--- src/rtl/pwm_duty_ramp_ctrl.sv ---
// rtl/pwm_duty_ramp_ctrl.sv - duty-cycle ramp sequencer for the PWM generator
// Optional abort input and behaviour enabled by defining PWM_RAMP_ABORT_EN.
module pwm_duty_ramp_ctrl #(
    parameter int WIDTH  = 8,
    parameter int HOLD_W = 8
) (
    input  logic              clk,
    input  logic              reset,
    input  logic              cmd_valid,
    output logic              cmd_ready,
    input  logic [WIDTH-1:0]  cmd_target,
    input  logic [WIDTH-1:0]  cmd_step,
    input  logic [HOLD_W-1:0] cmd_hold,
    output logic [WIDTH-1:0]  duty_cycle,
    output logic              period_tick,
    output logic              busy,
    output logic              done
`ifdef PWM_RAMP_ABORT_EN
    ,
    input  logic              abort
`endif
);

    typedef enum logic {IDLE, RAMP} state_t;

    state_t              state_q, state_d;
    logic [WIDTH-1:0]    cnt_q;
    logic [WIDTH-1:0]    duty_q, duty_d;
    logic [WIDTH-1:0]    target_q, step_q;
    logic [HOLD_W-1:0]   hold_q, hold_cnt_q, hold_cnt_d;
    logic                done_q, done_d;
    logic                load;
    logic                accept;
    logic                abort_hit;
    logic                up;
    logic [WIDTH-1:0]    diff;
    logic [WIDTH-1:0]    step_val;
    logic [WIDTH-1:0]    step_in;

`ifdef PWM_RAMP_ABORT_EN
    assign abort_hit = abort;
`else
    assign abort_hit = 1'b0;
`endif

    assign cmd_ready   = (state_q == IDLE) && !reset;
    assign busy        = (state_q == RAMP);
    assign period_tick = &cnt_q;
    assign duty_cycle  = duty_q;
    assign done        = done_q;
    assign accept      = cmd_valid && cmd_ready;
    assign step_in     = (cmd_step == '0) ? WIDTH'(1) : cmd_step;

    // Clamp to the target whenever the remaining distance fits in one step,
    // so the arithmetic can never wrap.
    assign up       = target_q > duty_q;
    assign diff     = up ? (target_q - duty_q) : (duty_q - target_q);
    assign step_val = (diff <= step_q) ? target_q
                    : (up ? (duty_q + step_q) : (duty_q - step_q));

    always_comb begin
        state_d    = state_q;
        duty_d     = duty_q;
        hold_cnt_d = hold_cnt_q;
        done_d     = 1'b0;
        load       = 1'b0;
        case (state_q)
            IDLE: begin
                if (accept) begin
                    load       = 1'b1;
                    hold_cnt_d = cmd_hold;
                    if (cmd_target == duty_q) begin
                        done_d = 1'b1;
                    end else begin
                        state_d = RAMP;
                    end
                end
            end
            RAMP: begin
                if (abort_hit) begin
                    state_d = IDLE;
                end else if (period_tick) begin
                    if (hold_cnt_q == '0) begin
                        duty_d     = step_val;
                        hold_cnt_d = hold_q;
                        if (step_val == target_q) begin
                            state_d = IDLE;
                            done_d  = 1'b1;
                        end
                    end else begin
                        hold_cnt_d = hold_cnt_q - HOLD_W'(1);
                    end
                end
            end
            default: state_d = IDLE;
        endcase
    end

    always_ff @(posedge clk) begin
        if (reset) begin
            state_q    <= IDLE;
            cnt_q      <= '0;
            duty_q     <= '0;
            target_q   <= '0;
            step_q     <= '0;
            hold_q     <= '0;
            hold_cnt_q <= '0;
            done_q     <= 1'b0;
        end else begin
            state_q    <= state_d;
            cnt_q      <= cnt_q + WIDTH'(1);
            duty_q     <= duty_d;
            hold_cnt_q <= hold_cnt_d;
            done_q     <= done_d;
            if (load) begin
                target_q <= cmd_target;
                step_q   <= step_in;
                hold_q   <= cmd_hold;
            end
        end
    end

endmodule

--- config.mk ---
export PLATFORM = sky130hd
export DESIGN_NAME = pwm_duty_ramp_ctrl
export DESIGN_NICKNAME = d
export VERILOG_FILES = /design/src/rtl/pwm_duty_ramp_ctrl.sv
export SDC_FILE = /design/constraint.sdc
export NUM_CORES = 1
export LEC_CHECK = 0
export BUFFER_PORTS_ARGS = -buffer_cell sky130_fd_sc_hd__buf_4
export CORE_ASPECT_RATIO = 2
export CORE_MARGIN = 5
export CORE_UTILIZATION = 43
export CTS_CLUSTER_DIAMETER = 40
export DETAILED_ROUTE_END_ITERATION = 8
export SKIP_CTS_REPAIR_TIMING = 1
export SYNTH_ARGS = -nofsm -noshare
export SYNTH_HDL_FRONTEND = slang
export SYNTH_SLANG_ARGS = --single-unit
--- constraint.sdc ---
create_clock -name clk -period 3.8 [get_ports clk]
set_clock_uncertainty 0.2 [all_clocks]
set_input_delay 0.76 -clock clk [delete_from_list [all_inputs] [get_ports clk]]
set_output_delay 0.76 -clock clk [all_outputs]
set_load 0.02 [all_outputs]
; Word-level counts from Yosys, hierarchy flattened
; Index checks and enable logic that the tools add are counted.
[totals]
reg_bits = 50
latch_bits = 0
ramBits = 0
romBits = 0
in_bits = 27
output_inout_bits = 12
wordCells = 51
mem_count = 0
[op_classes]
addsub = 6
multipliers = 0
div_mod_pow = 0
order_cmp = 2
n_eq_ne = 4
shift = 0
mux = 22
n_bitwise = 1
reduce_logical = 8
[ops]
columns = cell, count
row1 = 8-bit 2-to-1 mux, 7
row2 = 8-bit subtractor, 3
row3 = 8-bit == test, 2
row4 = 8-bit logical NOT, 2
row5 = 8-bit one-hot mux with 2 select lines, 1
row6 = 1-bit 2-to-1 mux, 12
row7 = 10-bit AND reduction, 1
row8 = 8-bit by 1-bit adder with 8-bit output (second input constant), 1
row9 = 8-bit adder, 1
row10 = 8-bit greater-than comparator, 1
row11 = 8-bit less-or-equal comparator, 1
row12 = 8-bit AND reduction, 1
row13 = 8-bit by 1-bit subtractor with 8-bit output (second input constant), 1
row14 = 2-bit inequality test (second input constant), 2
row15 = 1-bit one-hot mux with 2 select lines, 2
row16 = 1-bit logical AND, 2
row17 = 2-bit AND reduction, 1
row18 = 1-bit logical NOT, 1
row19 = 1-bit NOT, 1

; Longest topological paths before layout
[depth]
word_depth = 9
ltp_mapped = 20
depth_no_buf = 19

; Least setup slack after synthesis
; No wires, ideal clock.
[synth_timing]
path_kind = reg2reg
from = register duty_q[1] (netlist: duty_cycle[1])
to = register duty_q[1] (netlist: duty_cycle[1])
setup_ps = 75
arrival_ps = 4085
required_time_ps = 3525
path_slack_ps = -560
path_stages_with_launch = 17
n_path_buf = 1
synth_period_minus_slack_ps = 4360
cell_sequence = dfxtp_1 -> inv_1 -> fa_1 -> nand3_1 -> a21oi_1 -> o21ai_4 -> mux2_2 -> o31ai_1 -> nand2_1 -> xor2_1 -> ha_1 -> nand4_1 -> o22ai_1 -> o31a_1 -> clkbuf_1 -> mux2_2 -> o22ai_1
[synth_via]
elab_chain_cells = 4
word_cells_on_any_way = 9
cone_classes = add/sub: 4 / order compare: 2 / mux: 3
[synth_rtl]
columns = item, line
row1 = start: declaration, 28  ; logic [WIDTH-1:0] duty_q, duty_d;
row2 = start signal: assignment, 112  ; duty_q <= duty_d;
row3 = 8-bit subtractor or 8-bit greater-than comparator (tied branches), "57, 56"
row4 = 8-bit 2-to-1 mux, 57  ; assign diff = up ? (target_q - duty_q) : (duty_q - target_q);
row5 = 8-bit less-or-equal comparator, 58  ; assign step_val = (diff <= step_q) ? target_q
row6 = 8-bit 2-to-1 mux (*), 58
; Every way passes the cells marked *; elsewhere a longest branch is shown, timed or not.
; A chain may end at the register's enable or synchronous reset.

; Worst setup path after layout
[layout_timing]
from = register target_q[0]
to = register duty_q[6] (netlist: duty_cycle[6])
[layout_via]
elab_chain_cells = 4
word_cells_on_any_way = 7
cone_classes = add/sub: 2 / order compare: 2 / mux: 3
[layout_rtl]
columns = item, line
row1 = start: declaration, 29  ; logic [WIDTH-1:0] target_q, step_q;
row2 = start signal: assignment, 116  ; target_q <= cmd_target;
row3 = 8-bit subtractor or 8-bit greater-than comparator (tied branches), "57, 56"
row4 = 8-bit 2-to-1 mux, 57
row5 = 8-bit less-or-equal comparator, 58
row6 = 8-bit 2-to-1 mux (*), 58
; Marks and branches as above.

==> results.json <==
{
  "outcome": "complete, but fails checks",
  "violations": "setup timing",
  "htree_num_levels": 2,
  "p_sw_mw": 0.798,
  "critPathRequiredTime_ns": 3.77,
  "grt_pass1_wl_um": 17800,
  "power_frac_comb": 0.527,
  "fin_ws_ns": -0.227,
  "post-place-cells": 630,
  "hold_viol": 0,
  "synth.distinct_cells": 57,
  "root_buffer": "clkbuf_16",
  "synth_seq_cells": 50,
  "post-route-util": 0.579,
  "p_clk_frac": 0.207,
  "grt_max_degree": 41,
  "die_y_um": 142,
  "drive_above_1_share": 0.309,
  "die_w_um": 76,
  "place_area_sq_um": 4620,
  "grt-ovfl-total": 0,
  "max-vdd-ir-drop_v": 0.000342,
  "endpoint_kind": "register",
  "synth_edf_count": 0,
  "hold_ws_ns": 0.254,
  "area_growth_pct": 32.6,
  "rsz0062_at_grt": "yes",
  "worstPathArrival_ns": 3.99,
  "io_pins": 39,
  "drt_iter0_drc": 161,
  "finalCritPeriodShare": 1.06,
  "switching_share": 0.362,
  "cap_viol_max_count": 0,
  "dp_hpwl_um": 8830,
  "worstPathMaxFanout": 7,
  "relSlewSlack": 0.491,
  "port_buffers": 38,
  "initial_core_util": 0.436,
  "cts.sinks": 50,
  "nets": 604,
  "power_density_nw_per_um2": 444,
  "n_antenna_cell": 0,
  "finalSetupViolCount": 10,
  "cts_made_buffers": 5,
  "clk_latency_ns": 0.29,
  "vias": 3607,
  "power_leakage_nw": 2.07,
  "gp_congestion": 0.892,
  "antenna_found_initial": 0,
  "synth_nets": 520,
  "fin_crit_ns": 4.03,
  "p_int_mw": 1.41,
  "ys.flop_type": "dfxtp_1",
  "track_usage": 0.207,
  "final_cells": 641,
  "fmax_mhz": 248,
  "clock_path_buffers": 2,
  "drtPass1Iterations": 4,
  "tightest_slew_ns": 0.762,
  "grt_pass1_vias": 3660,
  "hp-class": "register to register",
  "max_stage_delay_ns": 0.39,
  "crit_type": "register to register",
  "synth_top_area_frac": 0.267,
  "design.die.area_sq_um": 10800,
  "async_flop_share": 0,
  "yosys-top-cells-area": "dfxtp_1, ha_1, xnor2_1, nand2_1, mux2i_1",
  "ys_seq_area_frac": 0.267,
  "fp.coreArea_sq_um": 8590,
  "cts_tree": "yes",
  "critPathBufInv": 5,
  "syn_area_per_cell_sq_um": 8.22,
  "drc": 0,
  "viasPerCell": 5.63,
  "crit_path_cell_trace": "inv_2, ha_4, inv_2, fa_2, nand3_2, a21oi_4, o21ai_4, buf_12, mux2i_2, o21ai_1, a211oi_1, nor3_1, buf_4, ha_4, a21o_1, a21oi_2, nor2b_1, o22ai_1, o31a_1, buf_12, mux2i_2, a211oi_2",
  "synth_cells": 456,
  "row_count": 48,
  "ys_warn_count": 0,
  "crit_slowest_cell": "fa_2",
  "drt-total-wl_um": 11200,
  "p_seq_frac": 0.266,
  "final_antenna_net_count": 0,
  "path_clk_slew_ns": 0.07,
  "crit_family": "compound AO/OA/AOI/OAI gates",
  "setup.worst_path.start_class": "register",
  "syn-cell-area_sq_um": 3750,
  "final_area_sq_um": 4970,
  "synth_area_leader_cell": "dfxtp_1",
  "wl_per_cell_um": 17.5,
  "maxSlewViolCount": 0
}
cell usage in the layout, fill, tap and decap left out, types with 6 or more instances in the layout:
cell       n
xor2_1    10
dfxtp_1   41
o21ai_0   27
buf_4     96
a21oi_1   23
ha_1      25
o31ai_1   18
a211oi_1   8
nand2_1   54
dfxtp_4    8
ha_4       8
inv_1     25
xnor2_1   31
nor2_1    27
mux2i_1   15
nand4_1    7
nor3_1     6
inv_2      7
nor4_1     6
cells by family (layout without fill, tap and decap cells):
logic type	count (synthesis)	in the layout	synth area share
buffers and inverters	56	141	0.0594
XOR/XNOR	45	45	0.109
AO/OA/AOI/OAI	111	111	0.198
AND/OR/NAND/NOR	134	134	0.173
multiplexers	23	23	0.0635
adder cells (fa/ha/maj)	37	37	0.130
flip-flops	50	50	0.267
cells in the mapped netlist, types with 2 or more instances:
| cell | count |
|---|---|
| or2_2 | 3 |
| buf_2 | 4 |
| buf_1 | 3 |
| ha_1 | 34 |
| mux2_2 | 6 |
| dfxtp_1 | 50 |
| nand3_1 | 6 |
| a211oi_1 | 10 |
| xnor2_1 | 34 |
| a41oi_1 | 2 |
| nor2_1 | 27 |
| a21oi_1 | 25 |
| mux2i_1 | 17 |
| nor2_2 | 2 |
| o21ai_0 | 28 |
| inv_1 | 31 |
| clkbuf_1 | 15 |
| fa_1 | 3 |
| nor4_1 | 6 |
| o21a_1 | 3 |
| nand2_1 | 54 |
| nor2b_1 | 6 |
| o31ai_1 | 19 |
| o211ai_1 | 2 |
| or4_1 | 2 |
| o22ai_1 | 4 |
| a31oi_1 | 2 |
| nor3_1 | 6 |
| and3_1 | 5 |
| and2_1 | 3 |
| nand4_1 | 7 |
| nand2b_1 | 2 |
| xor2_1 | 10 |
| a21o_1 | 2 |
state kept, by name, summed over array words and instances, names as in the netlist:
register and count:
busy 1, cnt_q 8, done 1, duty_cycle 8
hold_cnt_q 8, hold_q 8, step_q 8, target_q 8
metal layers:
| metal | vias to the layer above | part of all wire | GRT usage |
|---|---|---|---|
| li1 | 1774 | - | - |
| met1 | 1739 | 0.37 | 0.206 |
| met2 | 64 | 0.56 | 0.398 |
| met3 | 30 | 0.022 | 0.0241 |
| met4 | 0 | 0.054 | 0.123 |
| met5 | - | 0 | 0 |
final timing paths:
kind | start | end | slack [ns] | cells after the start
worst max-delay path | target_q[0] | duty_cycle[6] | -0.23 | 22
worst min-delay path | cnt_q[0] | cnt_q[0] | 0.25 | 1
worst max register to register | target_q[0] | duty_cycle[6] | -0.23 | 22
worst min register to register | cnt_q[0] | cnt_q[0] | 0.25 | 1
area by class of cell:
type | count | area (sq um)
Sequential cell | 50 | 1030
Clock buffer | 7 | 143
Inverter | 33 | 124
Tap cell | 100 | 125
Timing Repair Buffer | 100 | 783
Clock inverter | 1 | 5.00
Multi-Input combinational cell | 350 | 2760
Fill cell | 818 | 3620
worst reg2reg max path: stages (launching register included):
cell and delay (ns):
dfxtp_2 0.32, inv_2 0.07, ha_4 0.14, inv_2 0.04, fa_2 0.39, nand3_2 0.10
a21oi_4 0.06, o21ai_4 0.20, buf_12 0.15, mux2i_2 0.23, o21ai_1 0.10, a211oi_1 0.25
nor3_1 0.08, buf_4 0.15, ha_4 0.21, a21o_1 0.16, a21oi_2 0.11, nor2b_1 0.05
o22ai_1 0.11, o31a_1 0.30, buf_12 0.18, mux2i_2 0.23, a211oi_2 0.09
power by group through the flow:
stage | Clock, mW | Sequential, mW | Combinational (mW)
after detailed placement | 0 | 0.597 | 1.04
final | 0.458 | 0.587 | 1.16
after global routing | 0.493 | 0.591 | 1.26
after global placement | 0 | 0.596 | 1.02
after CTS | 0.473 | 0.585 | 1.05
after floorplan | 0 | 0.587 | 0.714
per-stage QoR:
step	setup WS [ns]	setup TNS (ns)	power [mW]
2_1_floorplan	-0.0884	-0.168	1.30
3_3_place_gp	-0.236	-1.25	1.62
3_5_place_dp	-0.284	-2.00	1.63
4_1_cts	-0.321	-2.35	2.10
5_1_grt	-0.389	-3.39	2.34
6_report	-0.227	-1.86	2.21
(Power assumes the default switching activity.)
